<file path="src/rtl/move_sequencer.sv">
// Move sequencer for a 3x3 board. It arbitrates player and AI moves by turn, validates
// each move, strobes the board, confirms the turn flipped, and detects win, tie or new game.
module move_sequencer #(
  parameter int unsigned SUBMIT_HI  = 2,
  parameter int unsigned SETTLE_MAX = 8,
  parameter int unsigned CELLS      = 9
) (
  input  logic                 clk,
  input  logic                 reset,
  input  logic                 player_req,
  input  logic [3:0]           player_loc,
  output logic                 player_ack,
  input  logic                 ai_req,
  input  logic [3:0]           ai_loc,
  output logic                 ai_ack,
  output logic                 move_err,
  input  logic                 board_turn,
  input  logic [2*CELLS-1:0]   board_state,
  output logic [3:0]           update_loc,
  output logic                 submit,
  output logic                 board_clr,
  input  logic                 new_game,
  output logic                 game_over,
  output logic [1:0]           winner,
  output logic                 fault
);

  localparam int unsigned CNT_MAX = (SUBMIT_HI > SETTLE_MAX) ? SUBMIT_HI : SETTLE_MAX;
  localparam int unsigned CNT_W   = $clog2(CNT_MAX + 1);

  typedef enum logic [2:0] {
    CLEAR_HI, CLEAR_LO, WAIT, PULSE, SETTLE, CHECK, OVER, HALT
  } state_t;

  state_t           state_q, state_d;
  logic [CNT_W-1:0] cnt_q, cnt_d;
  logic             turn_q, turn_d;
  logic [3:0]       update_loc_q, update_loc_d;
  logic             submit_q, submit_d;
  logic             board_clr_q, board_clr_d;
  logic             player_ack_q, player_ack_d;
  logic             ai_ack_q, ai_ack_d;
  logic             move_err_q, move_err_d;
  logic             game_over_q, game_over_d;
  logic [1:0]       winner_q, winner_d;
  logic             fault_q, fault_d;

  logic [1:0]  cell_c [CELLS];
  logic [15:0] occ_c;
  logic [1:0]  lw_c [8];
  logic [1:0]  win_c;
  logic        full_c;
  logic        req_c;
  logic [3:0]  idx_c;
  logic        bad_c;

  function automatic logic [1:0] line_win(input logic [1:0] a, input logic [1:0] b,
                                          input logic [1:0] c);
    if ((a == b) && (b == c) && ((a == 2'b01) || (a == 2'b10))) return a;
    return 2'b00;
  endfunction

  // Cell decode: code 11 counts as blank, so only 01/10 occupy a cell.
  always_comb begin
    occ_c = '0;
    for (int i = 0; i < CELLS; i++) begin
      cell_c[i] = board_state[2*i +: 2];
      occ_c[i]  = (cell_c[i] == 2'b01) || (cell_c[i] == 2'b10);
    end
  end

  always_comb begin
    lw_c[0] = line_win(cell_c[0], cell_c[1], cell_c[2]);
    lw_c[1] = line_win(cell_c[3], cell_c[4], cell_c[5]);
    lw_c[2] = line_win(cell_c[6], cell_c[7], cell_c[8]);
    lw_c[3] = line_win(cell_c[0], cell_c[3], cell_c[6]);
    lw_c[4] = line_win(cell_c[1], cell_c[4], cell_c[7]);
    lw_c[5] = line_win(cell_c[2], cell_c[5], cell_c[8]);
    lw_c[6] = line_win(cell_c[0], cell_c[4], cell_c[8]);
    lw_c[7] = line_win(cell_c[2], cell_c[4], cell_c[6]);
    win_c   = 2'b00;
    for (int k = 0; k < 8; k++) begin
      if (win_c == 2'b00) win_c = lw_c[k];
    end
    full_c = &occ_c[CELLS-1:0];
  end

  // Only the requester that owns the current turn is ever looked at.
  always_comb begin
    req_c = board_turn ? ai_req : player_req;
    idx_c = board_turn ? ai_loc : player_loc;
    bad_c = (idx_c >= 4'(CELLS)) || occ_c[idx_c];
  end

  always_comb begin
    state_d      = state_q;
    cnt_d        = cnt_q;
    turn_d       = turn_q;
    update_loc_d = update_loc_q;
    submit_d     = 1'b0;
    board_clr_d  = 1'b0;
    player_ack_d = 1'b0;
    ai_ack_d     = 1'b0;
    move_err_d   = 1'b0;
    game_over_d  = 1'b0;
    winner_d     = winner_q;
    fault_d      = fault_q;
    case (state_q)
      CLEAR_HI: begin
        board_clr_d = 1'b1;
        if (cnt_q == CNT_W'(SUBMIT_HI)) begin
          cnt_d   = '0;
          state_d = CLEAR_LO;
        end else begin
          submit_d = 1'b1;
          cnt_d    = cnt_q + CNT_W'(1);
        end
      end
      CLEAR_LO: begin
        winner_d = 2'b00;
        state_d  = WAIT;
      end
      WAIT: begin
        if (req_c) begin
          player_ack_d = ~board_turn;
          ai_ack_d     = board_turn;
          if (bad_c) begin
            move_err_d = 1'b1;
          end else begin
            update_loc_d = idx_c;
            turn_d       = board_turn;
            cnt_d        = '0;
            state_d      = PULSE;
          end
        end
      end
      PULSE: begin
        if (cnt_q == CNT_W'(SUBMIT_HI)) begin
          cnt_d   = '0;
          state_d = SETTLE;
        end else begin
          submit_d = 1'b1;
          cnt_d    = cnt_q + CNT_W'(1);
        end
      end
      SETTLE: begin
        if (board_turn != turn_q) begin
          state_d = CHECK;
        end else if (cnt_q == CNT_W'(SETTLE_MAX - 1)) begin
          fault_d = 1'b1;
          state_d = HALT;
        end else begin
          cnt_d = cnt_q + CNT_W'(1);
        end
      end
      CHECK: begin
        if (win_c != 2'b00) begin
          winner_d    = win_c;
          game_over_d = 1'b1;
          state_d     = OVER;
        end else if (full_c) begin
          winner_d    = 2'b00;
          game_over_d = 1'b1;
          state_d     = OVER;
        end else begin
          state_d = WAIT;
        end
      end
      OVER: begin
        if (new_game) begin
          cnt_d   = '0;
          state_d = CLEAR_HI;
        end else begin
          game_over_d = 1'b1;
        end
      end
      HALT: ;
      default: state_d = CLEAR_HI;
    endcase
  end

  always_ff @(posedge clk or posedge reset) begin
    if (reset) begin
      state_q      <= CLEAR_HI;
      cnt_q        <= '0;
      turn_q       <= 1'b0;
      update_loc_q <= 4'd0;
      submit_q     <= 1'b0;
      board_clr_q  <= 1'b0;
      player_ack_q <= 1'b0;
      ai_ack_q     <= 1'b0;
      move_err_q   <= 1'b0;
      game_over_q  <= 1'b0;
      winner_q     <= 2'b00;
      fault_q      <= 1'b0;
    end else begin
      state_q      <= state_d;
      cnt_q        <= cnt_d;
      turn_q       <= turn_d;
      update_loc_q <= update_loc_d;
      submit_q     <= submit_d;
      board_clr_q  <= board_clr_d;
      player_ack_q <= player_ack_d;
      ai_ack_q     <= ai_ack_d;
      move_err_q   <= move_err_d;
      game_over_q  <= game_over_d;
      winner_q     <= winner_d;
      fault_q      <= fault_d;
    end
  end

  assign update_loc = update_loc_q;
  assign submit     = submit_q;
  assign board_clr  = board_clr_q;
  assign player_ack = player_ack_q;
  assign ai_ack     = ai_ack_q;
  assign move_err   = move_err_q;
  assign game_over  = game_over_q;
  assign winner     = winner_q;
  assign fault      = fault_q;

endmodule

</file>
<file path="config.mk">
export PLATFORM = sky130hd
export DESIGN_NAME = move_sequencer
export DESIGN_NICKNAME = d
export VERILOG_FILES = /design/src/rtl/move_sequencer.sv
export SDC_FILE = /design/constraint.sdc
export NUM_CORES = 1
export LEC_CHECK = 0
export ABC_AREA = 1
export BUFFER_PORTS_ARGS = -buffer_cell sky130_fd_sc_hd__buf_2
export CAP_MARGIN = 20
export CORE_MARGIN = 5
export CORE_UTILIZATION = 54
export CTS_CLUSTER_DIAMETER = 30
export DETAILED_ROUTE_END_ITERATION = 8
export PLACE_DENSITY = 0.91
export REMOVE_ABC_BUFFERS = 1
export SKIP_LAST_GASP = 1
export SLEW_MARGIN = 10
export SYNTH_ARGS = -nofsm -noshare
export SYNTH_HDL_FRONTEND = slang
export SYNTH_SLANG_ARGS = --single-unit
</file>
<file path="constraint.sdc">
create_clock -name clk -period 2.1 [get_ports clk]
set_input_delay 0.42 -clock clk [delete_from_list [all_inputs] [get_ports clk]]
set_output_delay 0.42 -clock clk [all_outputs]
set_load 0.03 [all_outputs]
</file>
* Word-level counts from Yosys, hierarchy flattened
Cells that the tools add are included.
Word-level totals: flip-flop bits (word level) 21, bits of input ports 32
Operators by class: bitwise gates (word level) 3, $add $sub $neg 1, order comparisons 2, reduce and logical (&&, ||, !) cells 45, multiplexer cells 69, eq/ne operators 52
Operators by type and width (number):
- $mux W2 | 25
- $eq A2 B2 Y1 | 16
- $mux W4 | 7
- $mux W3 | 9
- $mux W1 | 23
- $pmux W3 S7 | 1
- $eq A2 B1 Y1 const B | 9
- $eq A2 B2 Y1 const B | 9
- $logic_and A1 B1 Y1 | 16
- $pmux W4 S4 | 1
- $logic_not A2 Y1 | 7
- $ne A2 B2 Y1 const B | 7
- $logic_or A1 B1 Y1 | 10
- $eq A3 B3 Y1 const B | 3
- $reduce_and A9 Y1 | 1
- $reduce_and A7 Y1 | 1
- $reduce_bool A7 Y1 | 1
- $eq A3 B2 Y1 const B | 2
- $ne A3 B3 Y1 const B | 2
- $reduce_and A3 Y1 | 2
- $reduce_and A6 Y1 | 1
- $lt A4 B5 Y1 const B | 1
- $add A4 B1 Y4 const B | 1
- $bmux W1 S4 | 1
- 13 further kinds | 16

* Depth between registers and ports, before layout
depth in word-level cells 22, mapped depth 19

* Least setup slack after synthesis
No wires, ideal clock.
path type input to register, start point input port board_turn, end point register cnt_q[2], stages on the path 16, data required time 2.023 ns, library setup time 0.077 ns, data arrival time 1.794 ns, setup slack 0.228 ns, cell sequence buf_2 inv_2 nand2_1 nand2_1 inv_1 a21oi_1 o21ai_1 nand4_1 nand3_1 nor2b_1 nand2_1 nand2_1 nand3_1 inv_2 nand2_1 a21oi_1
On the way: cells in the longest elaborated chain, start to end 6, elaborated cells between the ends (all ways) 11, classes of those cells order compare (1); eq/ne (4); mux (4); reduce/logical (2)
Ends and longest elaborated chain:
- start: declaration | RTL line 17 | input logic board_turn,
- $mux W4 | RTL line 91 | idx_c = board_turn ? ai_loc : player_loc;
- $bmux W1 S4 | RTL line 92 | bad_c = (idx_c >= 4'(CELLS)) || occ_c[idx_c];
- $mux W1 (not written as such) | RTL line 92
- $logic_or A1 B1 Y1 | RTL line 92
- $ne A2 B2 Y1 (no source line)
- $reduce_and A6 Y1 (no source line) (*)
- end signal: assignment | RTL line 198 | cnt_q <= cnt_d;
- end: declaration | RTL line 36 | logic [CNT_W-1:0] cnt_q, cnt_d;
Mark *: on every way between the ends. The rest lies on a longest branch, timed or not. The select of a mux whose other input is x is not followed. A chain may end at the register's enable or synchronous reset.

* Worst setup path after layout
start point input port board_state[0], end point register state_q[2]
On the way: cells in the longest elaborated chain, start to end 22, elaborated cells between the ends (all ways) 45, classes of those cells eq/ne (6); mux (21); reduce/logical (18)
Ends and longest elaborated chain:
- start: declaration | RTL line 18 | input logic [2*CELLS-1:0] board_state,
- $eq A2 B2 Y1 (tied with other cells) | RTL line 59 | if ((a == b) && (b == c) && ((a == 2'b01) || (a == 2'b10))) return a;
- $logic_and A1 B1 Y1 / $logic_or A1 B1 Y1 (equally long branches) | RTL line 59, 68
- $logic_and A1 B1 Y1 | RTL line 59
- $mux W1 | RTL line 59
- $mux W2 | RTL line 60 | return 2'b00;
- $logic_not A2 Y1 | RTL line 83 | if (win_c == 2'b00) win_c = lw_c[k];
- $mux W2 | RTL line 83
- $logic_not A2 Y1 | RTL line 83
- [6 not listed]
- $mux W2 | RTL line 83
- $logic_not A2 Y1 | RTL line 83
- $mux W2 | RTL line 83
- $logic_not A2 Y1 | RTL line 83
- $mux W2 | RTL line 83
- $reduce_bool A2 Y1 | RTL line 157 | if (win_c != 2'b00) begin
- $mux W3 | RTL line 157
- $pmux W3 S7 | RTL line 108 | case (state_q)
- end signal: assignment | RTL line 197 | state_q <= state_d;
- end: declaration | RTL line 35 | state_t state_q, state_d;
Several ways; a longest one is shown, not always the timed one. The select of a mux whose other input is x is not followed.

==> results_dict.tcl <==
set metrics [dict create \
    run_status "finished, final reports clean" \
    gr-usage-all-layers_pct 21.7 \
    antenna_found_initial 0 \
    synth-seq-cells 21 \
    final_area_mm2 0.00220 \
    first_global_vias 1956 \
    core_area_mm2 0.00331 \
    finalSetupViolCount 0 \
    floorplan.die_area_mm2 0.00466 \
    finalCriticalPeriod_ns 1.79 \
    grt_max_degree 22 \
    avgSynthCellArea_um2 6.26 \
    synth_xor_area_share_pct 3.75 \
    cts_inserted_buffers 3 \
    drt_iter0_drc 171 \
    min-delay-path-class "input port to async pin" \
    clock_sinks 21 \
    synth.yosys.seq_area_share_pct 28.6 \
    layout.nets 384 \
    clock_latency_ns 0.31 \
    synth.most_common_cell "nand2_1" \
    design.portCount 45 \
    drive_gt1_share_pct 25.2 \
    r2r_slack_ns 0.40 \
    ys_warn_count 0 \
    worst-slew-pin-transition_ns 0.758 \
    syn-instance-count 293 \
    dp.cells 391 \
    yosys.area_share.adder_pct 1.36 \
    post_cts_buffers 0 \
    max_freq_mhz 559 \
    drt_pass1_iterations 5 \
    synth-edff-count 0 \
    synth.cell_area_mm2 0.00184 \
    clk_root_buffer_cell "clkbuf_4" \
    clock_path_buffers 2 \
    row_count 21 \
    synthDominantCellAreaShare_pct 28.6 \
    die_w_um 68.3 \
    via_count 2093 \
    floorplan.initialDensity_pct 55.4 \
    areaGrowthSynthToFinish_pct 19.8 \
    final_core_utilization_pct 66.4 \
    drt-wirelength-per-cell_um 11.9 \
    worstPathMaxFanout 6 \
    finalWirelength_um 4700 \
    critical_path_required_ns 2.32 \
    post_synth_and_or_nand_nor_area_fraction_pct 46.6 \
    detail-route-antenna-nets 0 \
    critPathKind "input port to flop" \
    crit_path_end_kind "flop" \
    largest_family_of_logic_cells_by_synthesized_area "simple AND/OR/NAND/NOR gates" \
    maxCapViolations 0 \
    fp.dieH_um 68.3 \
    globalRouteOverflowTotal 0 \
    cts_htree_levels 1 \
    timing.slew.headroom_pct 49.4 \
    cts_tree "built" \
    leak_pwr_nw 1.25 \
    synth_compound_area_share_pct 9.27 \
    dpl-instance-area_mm2 0.00217 \
    port-buffer-count 44 \
    via_per_inst 5.30 \
    antenna_cells 0 \
    yosys-top-cells-area "dfrtp_1 (29%), nand2_1 (16%), nand3_1 (12%), inv_1 (7.2%), nor2_1 (7.0%)" \
    timing.hold.ws_ns 0.217 \
    critPathArrivalTime_ns 2.01 \
    final_cell_count_no_fill 395 \
    clock-skew-final_ns 0.0130 \
    drc 0 \
    wire_length_of_the_first_global_routing_pass_um 7850 \
    netlist-cell-type-count 32 \
    crit_path_start_kind "input port" \
    yosys_most_used_dff "dfrtp_1" \
    worst_setup_hold_path_clk_slew_ns 0.12 \
    vdd_ir_drop_max_v 0.000277 \
    resized_after_cts 0 \
    final-hold-violation-count 0 \
    gpl.final_weighted_congestion 1.00 \
    p_per_area_mw_per_mm2 805 \
    synth_top_area_cell "dfrtp_1" \
    unrepaired_setup_endpoints_after_global_routing "no" \
    cts-hold-fix-buffers 0 \
    timing_max_transition_violations_final 0 \
    synth_common_cells "nand2_1 (77), nand3_1 (43), inv_1 (35)" \
    detailed_place_hpwl_um 3960 \
    muxShareOfSynthArea_pct 0 \
    finalCritPeriodShare_pct 85.2 \
    async_reset_ff_share_pct 100 \
]
-- cells by family (layout without fill, tap and decap cells) --
kind of cell / count (synthesis) / count (layout)
xor gates and xnor gates: 7 / 7
adders and majority gates: 2 / 2
buffers and inverters: 48 / 104
AOI/OAI and AO/OA: 31 / 31
DFF: 21 / 21
and+or+nand+nor: 184 / 184
-- worst paths after layout --
path	startpoint	endpoint	cells after the start
worst max-delay path	board_state[0]	state_q[2]	17
worst min-delay path	reset	fault	2
worst max register to register	state_q[0]	cnt_q[0]	9
worst min register to register	update_loc[0]	update_loc[0]	2
max in group asynchronous	reset	update_loc[1]	2
min in group clk	player_req	player_ack	3
-- final cells by class --
class	count	area [µm²]
clock buffer	3	22.5
clock inverter	1	5.00
fill	312	1110
inverter	46	174
multi-input combinational	224	1120
sequential	21	526
tap	46	57.6
timing repair buffer	54	295
-- flip-flops by register name, indices dropped and copies added, names as in the netlist, 2 cells and up --
name	flops
cnt_q	4
update_loc	4
state_q	3
winner	2
-- per-stage QoR --
step	TNS (ns)	setup WS, ns	total power, mW
3_5_place_dp	-0.0356	-0.0356	1.58
3_3_place_gp	-0.00599	-0.00599	1.54
6_report	0	0.310	1.77
2_1_floorplan	0	0.340	1.30
4_1_cts	0	0.308	1.77
5_1_grt	0	0.0555	1.94
-- where the power goes --
group / internal (mW) / leakage [nW] / switching [mW]
Combinational: 0.310 / 0.958 / 0.667
Clock: 0.0713 / 0.0177 / 0.123
Sequential: 0.527 / 0.277 / 0.0726
-- placed cells by master (no fill, tap or decap) --
cell type,instances
nor4_1,4
nand3b_4,1
o21ai_1,7
dfrtp_1,21
xor2_1,2
inv_1,35
nand3_2,3
nor3_1,3
clkbuf_4,3
ha_1,2
nand4_1,5
buf_4,10
nor2_1,34
xor2_2,1
nand2_4,1
o211ai_1,1
nand2_1,77
o21ai_0,10
clkinv_2,2
nand3_1,43
a31o_2,1
nor2b_1,1
o31ai_1,2
a211oi_1,1
inv_2,10
buf_2,44
nand2_2,6
nor2_4,2
a21oi_1,8
nor2_2,3
or2_2,1
o22ai_1,1
xnor2_1,4
-- metal layers --
metal / routed length (µm) / track usage [%] / vias to the layer above / part of all wire [%]
met5: 0 / 0 / - / 0
met4: 72 / 9.93 / 0 / 1.5
met3: 404 / 2.13 / 8 / 8.6
met2: 2330 / 40.2 / 89 / 50
met1: 1890 / 24.8 / 939 / 40
li1: - / - / 1057 / -
-- worst max-delay path, stage by stage --
cell,delay [ns]
buf_2,0.15
xor2_2,0.29
nand2_2,0.12
nor2_1,0.10
nor2_1,0.06
nor2_2,0.11
nand3_2,0.10
inv_2,0.07
nand2_2,0.05
inv_2,0.06
nand3b_4,0.09
nor2_4,0.09
nand3_1,0.07
nand2_1,0.08
nand2_1,0.05
nand2_1,0.05
nand2_1,0.04
Note: power is estimated with default switching activity, not from simulation.
